**config.mk**
```make
export PLATFORM = sky130hd
export DESIGN_NAME = bitwise_gates
export DESIGN_NICKNAME = d
export VERILOG_FILES = /design/src/rtl/bitwise_gates.sv
export SDC_FILE = /design/constraint.sdc
export NUM_CORES = 1
export LEC_CHECK = 0
export BUFFER_PORTS_ARGS = -buffer_cell sky130_fd_sc_hd__buf_2
export CAP_MARGIN = 10
export CORE_UTILIZATION = 49
export CTS_BUF_LIST = sky130_fd_sc_hd__clkbuf_4 sky130_fd_sc_hd__clkbuf_8 sky130_fd_sc_hd__clkbuf_16
export CTS_CLUSTER_SIZE = 25
export DETAILED_ROUTE_END_ITERATION = 10
export GPL_ROUTABILITY_DRIVEN = 0
export MAX_ROUTING_LAYER = met4
export PLACE_DENSITY = 0.83
export SYNTH_ARGS = -nofsm -noshare
export SYNTH_HDL_FRONTEND = slang
export SYNTH_SLANG_ARGS = --single-unit
export TNS_END_PERCENT = 20
```
**constraint.sdc**
```tcl
create_clock -name clk -period 1.8 [get_ports clk]
set_clock_uncertainty 0.15 [all_clocks]
set_input_delay 0.18 -clock clk [delete_from_list [all_inputs] [get_ports clk]]
set_output_delay 0.18 -clock clk [all_outputs]
set_load 0.01 [all_outputs]
```
**src/rtl/bitwise_gates.sv**
```systemverilog
// rtl/bitwise_gates.sv - registered WIDTH-bit AND/OR/XOR unit with reduction flags
module bitwise_gates #(
  parameter int WIDTH = 4
) (
  input  logic             clk,
  input  logic             rst,
  input  logic             in_valid,
  input  logic [WIDTH-1:0] a,
  input  logic [WIDTH-1:0] b,
  output logic [WIDTH-1:0] bitwise_and,
  output logic [WIDTH-1:0] bitwise_or,
  output logic [WIDTH-1:0] bitwise_xor,
  output logic             out_valid,
  output logic             and_zero,
  output logic             xor_parity
);

  logic [WIDTH-1:0] and_q, and_d;
  logic [WIDTH-1:0] or_q, or_d;
  logic [WIDTH-1:0] xor_q, xor_d;
  logic             valid_q, valid_d;
  logic             and_zero_q, and_zero_d;
  logic             parity_q, parity_d;

  // Next state: load fresh results only when in_valid qualifies the operands,
  // otherwise hold so unknown operands on idle cycles never reach the flops.
  always_comb begin
    and_d      = and_q;
    or_d       = or_q;
    xor_d      = xor_q;
    and_zero_d = and_zero_q;
    parity_d   = parity_q;
    valid_d    = in_valid;
    if (in_valid) begin
      and_d      = a & b;
      or_d       = a | b;
      xor_d      = a ^ b;
      and_zero_d = ~|(a & b);
      parity_d   = ^(a ^ b);
    end
  end

  // Result registers; reset leaves and_zero set to agree with the zeroed AND result.
  always_ff @(posedge clk) begin
    if (rst) begin
      and_q      <= '0;
      or_q       <= '0;
      xor_q      <= '0;
      valid_q    <= 1'b0;
      and_zero_q <= 1'b1;
      parity_q   <= 1'b0;
    end else begin
      and_q      <= and_d;
      or_q       <= or_d;
      xor_q      <= xor_d;
      valid_q    <= valid_d;
      and_zero_q <= and_zero_d;
      parity_q   <= parity_d;
    end
  end

  assign bitwise_and = and_q;
  assign bitwise_or  = or_q;
  assign bitwise_xor = xor_q;
  assign out_valid   = valid_q;
  assign and_zero    = and_zero_q;
  assign xor_parity  = parity_q;

endmodule

```
Yosys cells after proc, flatten, opt, wreduce, memory -nomap -nowiden. Index checks and enable logic that the tools add are counted. W data, S select, Z words.

Word-level logic and storage cells: 12. Input port bits: 11. Bits in registers: 15.

Reduce and logical (&&, ||, !) cells: 3. Bitwise operators: 3.

Operators by type and width (count): $and A4 B4 Y4 (1); $or A4 B4 Y4 (1); $reduce_or A4 Y1 (1); $reduce_xor A4 Y1 (1); $xor A4 B4 Y4 (1); $logic_not A1 Y1 (1).

Longest topological paths before layout. Gate-level depths: netlist of the first run.

Word-level depth: 3. Mapped depth: 5. Depth with buffers taken out: 5.

Worst setup path after synthesis of the first run. OpenSTA, ideal clock, no wires.

Path type: input-to-reg. From: input a[0]. To: register parity_q (netlist: xor_parity). Setup time: 0.079 ns. Buffers on the path: 0. Setup slack: 0.579 ns. Stages: 5. Arrival: 0.991 ns. Cells stage by stage: inv_1 -> ha_1 -> xor2_1 -> xnor2_1 -> a211oi_2.

Word-level cells in the longest chain between the ends: 2.

RTL lines: start: declaration (RTL line 8) `input logic [WIDTH-1:0] a,`; $xor A4 B4 Y4 (RTL line 39) `parity_d = ^(a ^ b);`; $reduce_xor A4 Y1 (RTL line 39); end signal: assignment (RTL line 58) `parity_q <= parity_d;`; end: declaration (RTL line 23) `logic parity_q, parity_d;`.

No other way between the ends. A chain may end at the register's enable or synchronous reset.

Worst setup path after layout of the first run.
From: input a[3]. To: register parity_q (netlist: xor_parity).

Same word-level chain as after synthesis.

==> results of run 1 <==
cell usage in the layout, fill, tap and decap left out, drive strengths merged:
master,instances
nor2,14
xor2,2
buf,25
ha,8
a211oi,5
inv,9
or4,1
mux2i,8
a21oi,1
xnor2,1
dfxtp,15
o21ai,1
clkbuf,4
worst reg2reg max path, delay by kind of cell (launching register included):
family	cells	cell delay [ns]
AND/OR/NAND/NOR	1	0.06
AO/OA/AOI/OAI	1	0.20
flip-flops	1	0.34
per-layer routing:
layer / share of wire / vias to the layer above / global-route usage
li1: - / 271 / -
met1: 0.45 / 236 / 0.2254
met2: 0.49 / 15 / 0.3208
met3: 0.053 / 2 / 0.05202
met4: 0.0089 / 0 / 0.05172
met5: 0 / - / -
flip-flops by register name, indices dropped and copies added, names as in the netlist:
signal and cells:
bitwise_or 4, bitwise_xor 4, bitwise_and 4, xor_parity 1
and_zero 1, out_valid 1
power groups by stage:
stage	Combinational [mW]	Sequential (mW)	Clock [mW]
global route	0.148	0.368	0.230
CTS	0.136	0.365	0.212
global placement	0.129	0.372	0
floorplan	0.0745	0.385	0
finish	0.134	0.365	0.206
detailed placement	0.134	0.373	0
area by class of cell:
cell class / count / area (µm²)
clock buffers: 4 / 30.03
fillers: 95 / 360.3
inverters: 9 / 33.78
multi-input cells: 41 / 319.1
flip-flops and latches: 15 / 300.3
well taps: 14 / 17.52
repair buffers: 25 / 125.1
path summary, 6_finish.rpt:
check	from	to	slack (ns)	cells after the start
hold reg to reg	bitwise_or[2]	bitwise_or[2]	0.33	2
hold / removal	rst	out_valid	0.08	2
setup reg to reg	xor_parity	xor_parity	0.98	2
setup / recovery	a[3]	xor_parity	0.68	6
cell usage after synthesis (all sizes together):
library cell / n / area share
a21oi: 1 / 0.0074
mux2i: 8 / 0.12
o21ai: 1 / 0.0074
dfxtp: 15 / 0.45
nor2: 14 / 0.078
buf: 2 / 0.022
xnor2: 1 / 0.013
xor2: 2 / 0.026
or4: 1 / 0.011
ha: 8 / 0.15
clkbuf: 1 / 0.0056
a211oi: 5 / 0.063
inv: 9 / 0.050
per-stage QoR:
stage | utilization | cell area, µm² | total power [mW] | std cells
finish | 0.6962 | 825.8 | 0.7043 | 108
detailed placement | 0.6709 | 795.8 | 0.5072 | 104
global route | 0.6962 | 825.8 | 0.7461 | 108
floorplan | - | 671.9 | 0.4595 | 68
CTS | 0.6962 | 825.8 | 0.7134 | 108
global placement | 0.6709 | 795.8 | 0.5017 | 104
kinds of logic after synthesis:
kind of cell | count (synthesis) | share of synthesized area
fa+ha+maj | 8 | 0.1490
buf+inv | 12 | 0.07820
simple gates | 15 | 0.08939
compound gates | 7 | 0.07820
xor+xnor | 3 | 0.03911
flops | 15 | 0.4469
mux | 8 | 0.1192
==> qor.csv, run 1 <==
stage;metric;value;unit
power;Clk pwr share;0.292;
placement;dpl ws;0.3997;ns
sta;unrepaired setup endpoints after global routing;false;
power;Net Sw Power;187.1;µW
clocking;post-cts resize count;0;
floorplan;FP Rows;12;
clocking;Clock Path Buffers;2;
clocking;hold bufs inserted after CTS;0;
floorplan;IO Pins;26;
global_route;Tot GR Track Use;0.1919;
critical_path;critical path class;input port to flip-flop;
drt;detailed-router iteration count before antenna repair;2;
synthesis;Ys Warns;0;
critical_path;Worst Path Required;1.85;ns
clocking;clk_lat worst skew;0.27;ns
finish;share of post-route cells with drive strength above 1;0.3191;
drt;final wirelength;1235;µm
sta;Worst-Margin Slew;0.4088;ns
sta;Finish-stage setup viols;0;
run;max-cap viol count;0;
sta;Setup TNS;0;ns
power;Comb power frac;0.190;
clocking;clock root buffer;clkbuf_4;
sta;Hold Vio Cnt, Final;0;
critical_path;Setup crit end kind;flip-flop;
power;Pleak;0.4596;nW
power;internal power;517.2;µW
status;run status;finished, final reports clean;
global_route;first-pass GRT wire length;1945;µm
critical_path;Worst path max stage delay;0.32;ns
floorplan;Die Ht;39.03;µm
drt;number of vias per cell;4.852;
sta;final max-slew violation count;0;
critical_path;slowest CP cell;ha_1;
synthesis;post-synthesis sequential area ratio;0.4469;
sta;Final period util;0.6205;
power;Peak supply drop;0.5435;mV
drt;initial DRC count;1;
synthesis;syn nets;87;
drt;post-route ant nets;0;
clocking;clock sinks;15;
floorplan;die area;1523;µm²
global_route;initial antenna violation count;0;
min_path;HP Class;input port to flip-flop;
global_route;largest net degree at the start of global routing;20;
sta;hold_ws;0.08212;ns
clocking;Setup Fix Bufs, Post-CTS;0;
floorplan;initial core utilization;0.5665;
clocking;H-tree depth;1;
synthesis;post-synth cell types;14;
clocking;CTS tree;yes;
power;Power Density;852.9;nW/µm²
placement;post-detail-place hpwl;922.5;µm
global_route;vias in the first global route;475;
critical_path;Max FO, Critical Path;2;
critical_path;worst path bufs/invs;2;
finish;# diodes;0;
finish;Nets;114;
power;sw frac;0.2656;
power;sequential power share;0.519;
synthesis;Yosys reg bits;15;
synthesis;Post-Synthesis Cells;68;
critical_path;WP data arrival;1.17;ns
synthesis;syn avg cell area;9.881;µm²
critical_path;Critical Path Start Type;input port;
sta;worst setup margin;0.6831;ns
floorplan;area of the core;1186;µm²
sta;max_slew headroom;0.7275;
sta;minimum clock period;1.117;ns
drt;Avg WL per Cell;11.44;µm
floorplan;die width;39.03;µm
drt;DR vias;524;
finish;synthesis-to-layout area growth;22.91;%
global_route;GRT overflow;0;
clocking;Reg clk slew, reported paths;0.09;ns
synthesis;synthesized area;671.9;µm²
critical_path;crit-path leading delay family;XOR/XNOR gates;
drt;DRC Markers;0;
clocking;Num CTS Buffers;3;
critical_path;CP cell instances;buf_2 > inv_1 > ha_1 > xor2_1 > xnor2_1 > a211oi_2;
sta;Max Freq;0.8953;GHz
placement;PortBufs;25;
Note: power is estimated with default switching activity, not from simulation.
==> run 2, diff against run 1 <==
--- a/config.mk
+++ b/config.mk
@@ -5,15 +5,16 @@
 export SDC_FILE = /design/constraint.sdc
 export NUM_CORES = 1
 export LEC_CHECK = 0
+export ABC_AREA = 1
 export BUFFER_PORTS_ARGS = -buffer_cell sky130_fd_sc_hd__buf_2
 export CAP_MARGIN = 10
-export CORE_UTILIZATION = 49
+export CORE_UTILIZATION = 48
 export CTS_BUF_LIST = sky130_fd_sc_hd__clkbuf_4 sky130_fd_sc_hd__clkbuf_8 sky130_fd_sc_hd__clkbuf_16
 export CTS_CLUSTER_SIZE = 25
 export DETAILED_ROUTE_END_ITERATION = 10
 export GPL_ROUTABILITY_DRIVEN = 0
 export MAX_ROUTING_LAYER = met4
-export PLACE_DENSITY = 0.83
+export PLACE_DENSITY = 0.79
 export SYNTH_ARGS = -nofsm -noshare
 export SYNTH_HDL_FRONTEND = slang
 export SYNTH_SLANG_ARGS = --single-unit
==> constraint.sdc (replaced) <==
create_clock -name clk -period 1.1 [get_ports clk]
set_clock_uncertainty 0.15 [all_clocks]
set_input_delay 0.11 -clock clk [delete_from_list [all_inputs] [get_ports clk]]
set_output_delay 0.11 -clock clk [all_outputs]
set_load 0.01 [all_outputs]
==> run 2 against run 1 <==
  * Via count increased by 32%
  * Worst setup slack got worse by 0.61 ns
  * Synthesized cell count increased by 35%
  * Design area increased by 26%
  * Largest cell class unchanged
  * Clock power increased by 59%
==> qor.csv, run 2 <==
stage;metric;value;unit;change
status;run status;finished, final reports clean;;
synthesis;post-synthesis sequential area ratio;0.3750;;-0.07193
min_path;HP Class;input port to flip-flop;;
finish;final instance area;1040;µm²;+26%
critical_path;slowest CP cell;dfxtp_1;;
global_route;GRT overflow;0;;unchanged
floorplan;FP Rows;14;;+2
critical_path;crit path capture;bitwise_and[3];;
clocking;clk_lat worst skew;0.27;ns;about the same
finish;fillers;128;;+35%
run;max-cap viol count;0;;unchanged
drt;initial DRC count;3;;+2
sta;Max Freq;0.9701;GHz;
min_path;Hold Path Origin;in_valid;;
finish;most frequent cells in the layout;25 x buf_2, 16 x inv_1, 16 x nand2_1;;
sta;Setup TNS;0;ns;unchanged
sta;unrepaired setup endpoints after global routing;false;;
floorplan;IO Pins;26;;unchanged
floorplan;die area;1836;µm²;+21%
critical_path;crit-path leading delay family;flip-flops;;
sta;Final period util;0.9371;;
sta;max_slew headroom;0.8053;;+0.07781
sta;Finish-stage setup viols;0;;unchanged
clocking;H-tree depth;1;;unchanged
synthesis;syn nets;111;;+28%
critical_path;worst path bufs/invs;1;;-1
global_route;largest net degree at the start of global routing;14;;-30%
sta;Hold Vio Cnt, Final;0;;unchanged
global_route;first-pass GRT wire length;2366;µm;+22%
synthesis;syn avg cell area;8.704;µm²;-12%
critical_path;critical path class;flip-flop to output pin;;
placement;PortBufs;25;;unchanged
clocking;clock root buffer;clkbuf_4;;
clocking;Setup Fix Bufs, Post-CTS;0;;unchanged
clocking;CTS tree;yes;;
drt;DR vias;690;;+32%
critical_path;Worst path max stage delay;0.36;ns;+0.04 ns
critical_path;FF-to-FF End;xor_parity;;
finish;Multi-input gate area;376.6;µm²;+18%
power;Peak supply drop;0.7762;mV;+43%
placement;post-detail-place hpwl;1113;µm;+21%
critical_path;CP cell instances;buf_2;;
floorplan;die width;42.85;µm;+9.8%
finish;share of post-route cells with drive strength above 1;0.4733;;+0.1541
clocking;hold bufs inserted after CTS;1;;+1
global_route;Tot GR Track Use;0.1738;;-0.01813
critical_path;Levels on crit path;1;;-5
synthesis;number of synthesized flops with an enable pin;0;;unchanged
clocking;clock sinks;15;;unchanged
clocking;Num CTS Buffers;3;;unchanged
finish;Nets;151;;+32%
global_route;initial antenna violation count;0;;unchanged
power;Design Power;1.239;mW;+76%
synthesis;synth cell count leaders;16 x inv_1, 16 x nand2_1, 15 x dfxtp_1;;
critical_path;Max FO, Critical Path;2;;unchanged
synthesis;Ys Warns;0;;unchanged
critical_path;R2R cell count;4;;+2
drt;number of vias per cell;4.694;;-3.3%
critical_path;Critical Path Start Type;flip-flop;;
drt;detailed-router iteration count before antenna repair;2;;unchanged
synthesis;Yosys reg bits;15;;unchanged
global_route;vias in the first global route;617;;+30%
sta;final max-slew violation count;0;;unchanged
clocking;Clock Path Buffers;2;;unchanged
power;Power Density;1191;nW/µm²;+40%
critical_path;Crit Reg-Reg Startpoint;xor_parity;;
synthesis;synth top area cells;dfxtp_1 38%, ha_1 13%, o21ai_2 11%, a21oi_2 7.7%, inv_1 7.5%;;
finish;most common cell after layout, fill and taps aside;buf_2;;
sta;minimum clock period;1.031;ns;
power;Pleak;0.5762;nW;+25%
finish;synthesis-to-layout area growth;29.84;%;
critical_path;WP data arrival;0.77;ns;-0.40 ns
synthesis;Yosys top cell area share;0.3750;;-0.07193
finish;# diodes;0;;unchanged
drt;final wirelength;1416;µm;+15%
clocking;Reg clk slew, reported paths;0.08;ns;about the same
placement;Area after DPL;999.7;µm²;+26%
synthesis;Post-synth ARST share;0;;unchanged
floorplan;initial core utilization;0.5255;;-0.04100
drt;DRC Markers;0;;unchanged
critical_path;Worst Path Required;0.84;ns;-1.01 ns
drt;post-route ant nets;0;;unchanged
sta;Worst-Margin Slew;0.2917;ns;-0.1171 ns
finish;FF/Latch Area;300.3;µm²;unchanged
critical_path;Setup crit end kind;output pin;;
synthesis;Post-Synthesis Cells;92;;+35%
finish;Final Util;0.6823;;-0.01394
floorplan;area of the core;1524;µm²;+28%
synthesis;post-synth cell types;16;;+2
synthesis;area leader, netlist;dfxtp_1;;
synthesis;Primary FF master, synth;dfxtp_1;;
critical_path;Worst Setup SP;bitwise_and[3];;
clocking;post-cts resize count;0;;unchanged
critical_path;r2r setup slk;0.30;ns;-0.68 ns
drt;Avg WL per Cell;9.633;µm;-16%
floorplan;Die Ht;42.85;µm;+9.8%
synthesis;synthesized area;800.8;µm²;+19%
## run 2: cell types whose count changed in the layout (fill, tap and decap cells not counted), sizes merged
cell	before	now
nand3	0	1
xor2	2	0
nand2	0	16
o21ai	1	12
buf	25	38
mux2i	8	0
or4	1	0
nor2	14	5
xnor2	1	0
inv	9	18
a21oi	1	12
nand4	0	1
dlygate4sd3	0	1
a211oi	5	0
## run 2: logic make-up after synthesis
logic type	share of synthesized area
AO/OA/AOI/OAI	0.2297
adder cells (fa/ha/maj)	0.1250
buffers and inverters	0.1547
AND/OR/NAND/NOR	0.1156
flip-flops	0.3750
## run 2: power breakdown
part           switching, mW  internal, mW  leakage [nW]
clock network          0.163         0.165        0.0184
registers             0.0222         0.584         0.125
logic                  0.160         0.145         0.433
## run 2: how the worst min path moves through the flow
stage,cells after the start,slack (ns),end
3_3_place_gp,2,0.18,out_valid
6_report,2,0.04,bitwise_and[0]
2_1_floorplan,1,0.03,out_valid
4_1_cts,2,0.03,bitwise_and[0]
5_1_grt,2,0.04,bitwise_and[0]
3_5_place_dp,2,0.19,out_valid
## run 2: layer usage
metal / global-route usage / part of all wire / vias to the layer above
met3: 0.02553 / 0.025 / 2
met2: 0.3182 / 0.53 / 12
met4: 0.07500 / 0.013 / 0
li1: - / - / 371
met1: 0.1816 / 0.44 / 305
met5: - / 0 / -
## run 2: through the flow
stage / setup slack [ns] / hold slack (ns) / std cells
after floorplan: 0.06641 / 0.03238 / 92
after global placement: -0.07973 / 0.1846 / 142
after detailed placement: -0.1025 / 0.1896 / 142
after CTS: 0.05721 / 0.03431 / 147
after global routing: 0.02300 / 0.03623 / 147
final: 0.06917 / 0.03609 / 147
## run 2: layout make-up
type,count,area share
multi-input combinational,55,0.3622
sequential,15,0.2888
timing repair buffer,39,0.2359
inverter,18,0.06498
clock buffer,4,0.02888
tap,16,0.01925
==> run 3, diff against run 2 <==
--- a/config.mk
+++ b/config.mk
@@ -5,16 +5,15 @@
 export SDC_FILE = /design/constraint.sdc
 export NUM_CORES = 1
 export LEC_CHECK = 0
-export ABC_AREA = 1
 export BUFFER_PORTS_ARGS = -buffer_cell sky130_fd_sc_hd__buf_2
 export CAP_MARGIN = 10
-export CORE_UTILIZATION = 48
+export CORE_UTILIZATION = 45
 export CTS_BUF_LIST = sky130_fd_sc_hd__clkbuf_4 sky130_fd_sc_hd__clkbuf_8 sky130_fd_sc_hd__clkbuf_16
 export CTS_CLUSTER_SIZE = 25
 export DETAILED_ROUTE_END_ITERATION = 10
 export GPL_ROUTABILITY_DRIVEN = 0
 export MAX_ROUTING_LAYER = met4
-export PLACE_DENSITY = 0.79
+export PLACE_DENSITY = 0.78
 export SYNTH_ARGS = -nofsm -noshare
 export SYNTH_HDL_FRONTEND = slang
 export SYNTH_SLANG_ARGS = --single-unit
==> run 3 against run 2 <==
  * Sequential power down 1%
  * Power shrank 5.7%
  * Register-to-register slack got worse by 0.06 ns
  * Final cell count shrank 22%
  * Global-route usage is 3.9 points higher
  * Largest cell class unchanged
==> qor.csv, run 3 (synthesized netlist as in run 1, its figures left out) <==
stage;metric;value;unit;change
power;Power Density;1295;nW/µm²;+8.7%
clocking;CTS tree;yes;;
min_path;Hold Path Origin;rst;;
critical_path;WP data arrival;0.77;ns;about the same
floorplan;die area;1652;µm²;-10%
power;sequential power share;0.513;;+0.024
critical_path;Max FO, Critical Path;2;;unchanged
global_route;largest net degree at the start of global routing;16;;+2
power;Peak supply drop;0.8028;mV;+3.4%
drt;DR vias;542;;-21%
placement;PortBufs;25;;unchanged
clocking;Setup Fix Bufs, Post-CTS;0;;unchanged
floorplan;initial core utilization;0.4977;;-0.02777
drt;post-route ant nets;0;;unchanged
floorplan;FP Rows;13;;-1
power;Net Sw Power;328.0;µW;-5.0%
sta;max_slew headroom;0.8066;;+0.001333
critical_path;Worst Setup SP;bitwise_xor[2];;
power;sw frac;0.2807;;+0.002007
power;Pleak;0.4842;nW;-16%
floorplan;Die Ht;40.64;µm;-5.1%
sta;Hold Vio Cnt, Final;0;;unchanged
global_route;vias in the first global route;518;;-16%
finish;final instance area;902.1;µm²;-13%
placement;post-detail-place hpwl;1053;µm;-5.4%
sta;Setup TNS;0;ns;unchanged
clocking;Num CTS Buffers;3;;unchanged
sta;worst setup margin;0.06879;ns;-0.0003811 ns
critical_path;worst path bufs/invs;1;;unchanged
clocking;Reg clk slew, reported paths;0.10;ns;+0.02 ns
critical_path;Worst path max stage delay;0.35;ns;about the same
drt;detailed-router iteration count before antenna repair;2;;unchanged
min_path;HP Class;input port to flip-flop;;
critical_path;slowest CP cell;dfxtp_1;;
finish;Nets;119;;-21%
run;max-cap viol count;0;;unchanged
critical_path;crit-path leading delay family;flip-flops;;
finish;share of post-route cells with drive strength above 1;0.4040;;-0.06924
floorplan;area of the core;1350;µm²;-11%
global_route;GRT overflow;0;;unchanged
clocking;clk_lat worst skew;0.28;ns;about the same
sta;Final period util;0.9375;;about the same
floorplan;IO Pins;26;;unchanged
critical_path;CP cell instances;buf_2;;
finish;Non-Filler Instances;114;;-22%
sta;unrepaired setup endpoints after global routing;false;;
power;Design Power;1.168;mW;-5.7%
status;run status;finished, final reports clean;;
critical_path;Critical Path Start Type;flip-flop;;
global_route;Tot GR Track Use;0.2124;;+0.03861
critical_path;critical path class;flip-flop to output pin;;
drt;DRC Markers;0;;unchanged
finish;most frequent cells in the layout;25 x buf_2, 15 x dfxtp_1, 14 x nor2_1;;
clocking;hold bufs inserted after CTS;0;;-1
sta;Worst-Margin Slew;0.2901;ns;-0.001575 ns
finish;Multi-input gate area;346.6;µm²;-8.0%
clocking;Clock Path Buffers;2;;unchanged
drt;Avg WL per Cell;12.31;µm;+28%
critical_path;Worst Path Required;0.84;ns;about the same
drt;initial DRC count;8;;+5
global_route;initial antenna violation count;0;;unchanged
critical_path;Crit Reg-Reg Startpoint;bitwise_or[3];;
sta;Max Freq;0.9697;GHz;about the same
power;Comb power frac;0.217;;-0.029
global_route;first-pass GRT wire length;2104;µm;-11%
floorplan;die width;40.64;µm;-5.1%
placement;dpl ws;-0.1817;ns;-0.07922 ns
power;Clk pwr share;0.270;;+0.005
power;internal power;840.4;µW;-5.9%
placement;Area after DPL;874.6;µm²;-13%
sta;final max-slew violation count;0;;unchanged
drt;number of vias per cell;4.754;;+1.3%
finish;FF/Latch Area;300.3;µm²;unchanged
critical_path;Setup crit end kind;output pin;;
finish;# diodes;0;;unchanged
placement;placed cell count;110;;-23%
clocking;H-tree depth;1;;unchanged
finish;fillers;120;;-6.3%
sta;minimum clock period;1.031;ns;+0.0003811 ns
clocking;clock root buffer;clkbuf_4;;
finish;synthesis-to-layout area growth;34.26;%;
drt;final wirelength;1403;µm;-0.92%
clocking;post-cts resize count;0;;unchanged
clocking;clock sinks;15;;unchanged
finish;most common cell after layout, fill and taps aside;buf_2;;
sta;Finish-stage setup viols;0;;unchanged
[run 3: routing by layer]
layer	share of wire	vias up	GRT usage
met3	0.050	0	0.03261
met1	0.44	238	0.2193
li1	-	285	-
met2	0.51	19	0.3889
met5	0	-	-
met4	0	0	0.1000
[run 3: power groups by stage]
stage          Combinational, mW  Sequential [mW]  Clock (mW)
6_report                   0.253            0.599       0.316
5_1_grt                    0.279            0.605       0.345
4_1_cts                    0.256            0.600       0.323
3_5_place_dp               0.250            0.612           0
3_3_place_gp               0.242            0.610           0
2_1_floorplan              0.127            0.630           0
[run 3: worst paths after layout]
| path | cells past startpoint | slack, ns | endpoint |
|---|---|---|---|
| hold reg to reg | 2 | 0.33 | bitwise_or[2] |
| setup / recovery | 1 | 0.07 | bitwise_xor[2] |
| hold / removal | 2 | 0.02 | out_valid |
| setup reg to reg | 2 | 0.24 | bitwise_or[3] |
[run 3: layout make-up]
class | count | area share
well taps | 15 | 0.02080
clock buffers | 3 | 0.02497
inverters | 9 | 0.03745
clock inverters | 1 | 0.005548
repair buffers | 30 | 0.1942
multi-input cells | 41 | 0.3842
flip-flops and latches | 15 | 0.3329
[run 3: through the flow]
stage                     utilization  hold slack [ns]
final                          0.6682          0.01560
after global routing           0.6682          0.02406
after CTS                      0.6682          0.01559
after detailed placement       0.6478           0.3127
after global placement         0.6478           0.3011
after floorplan                     -          0.02465
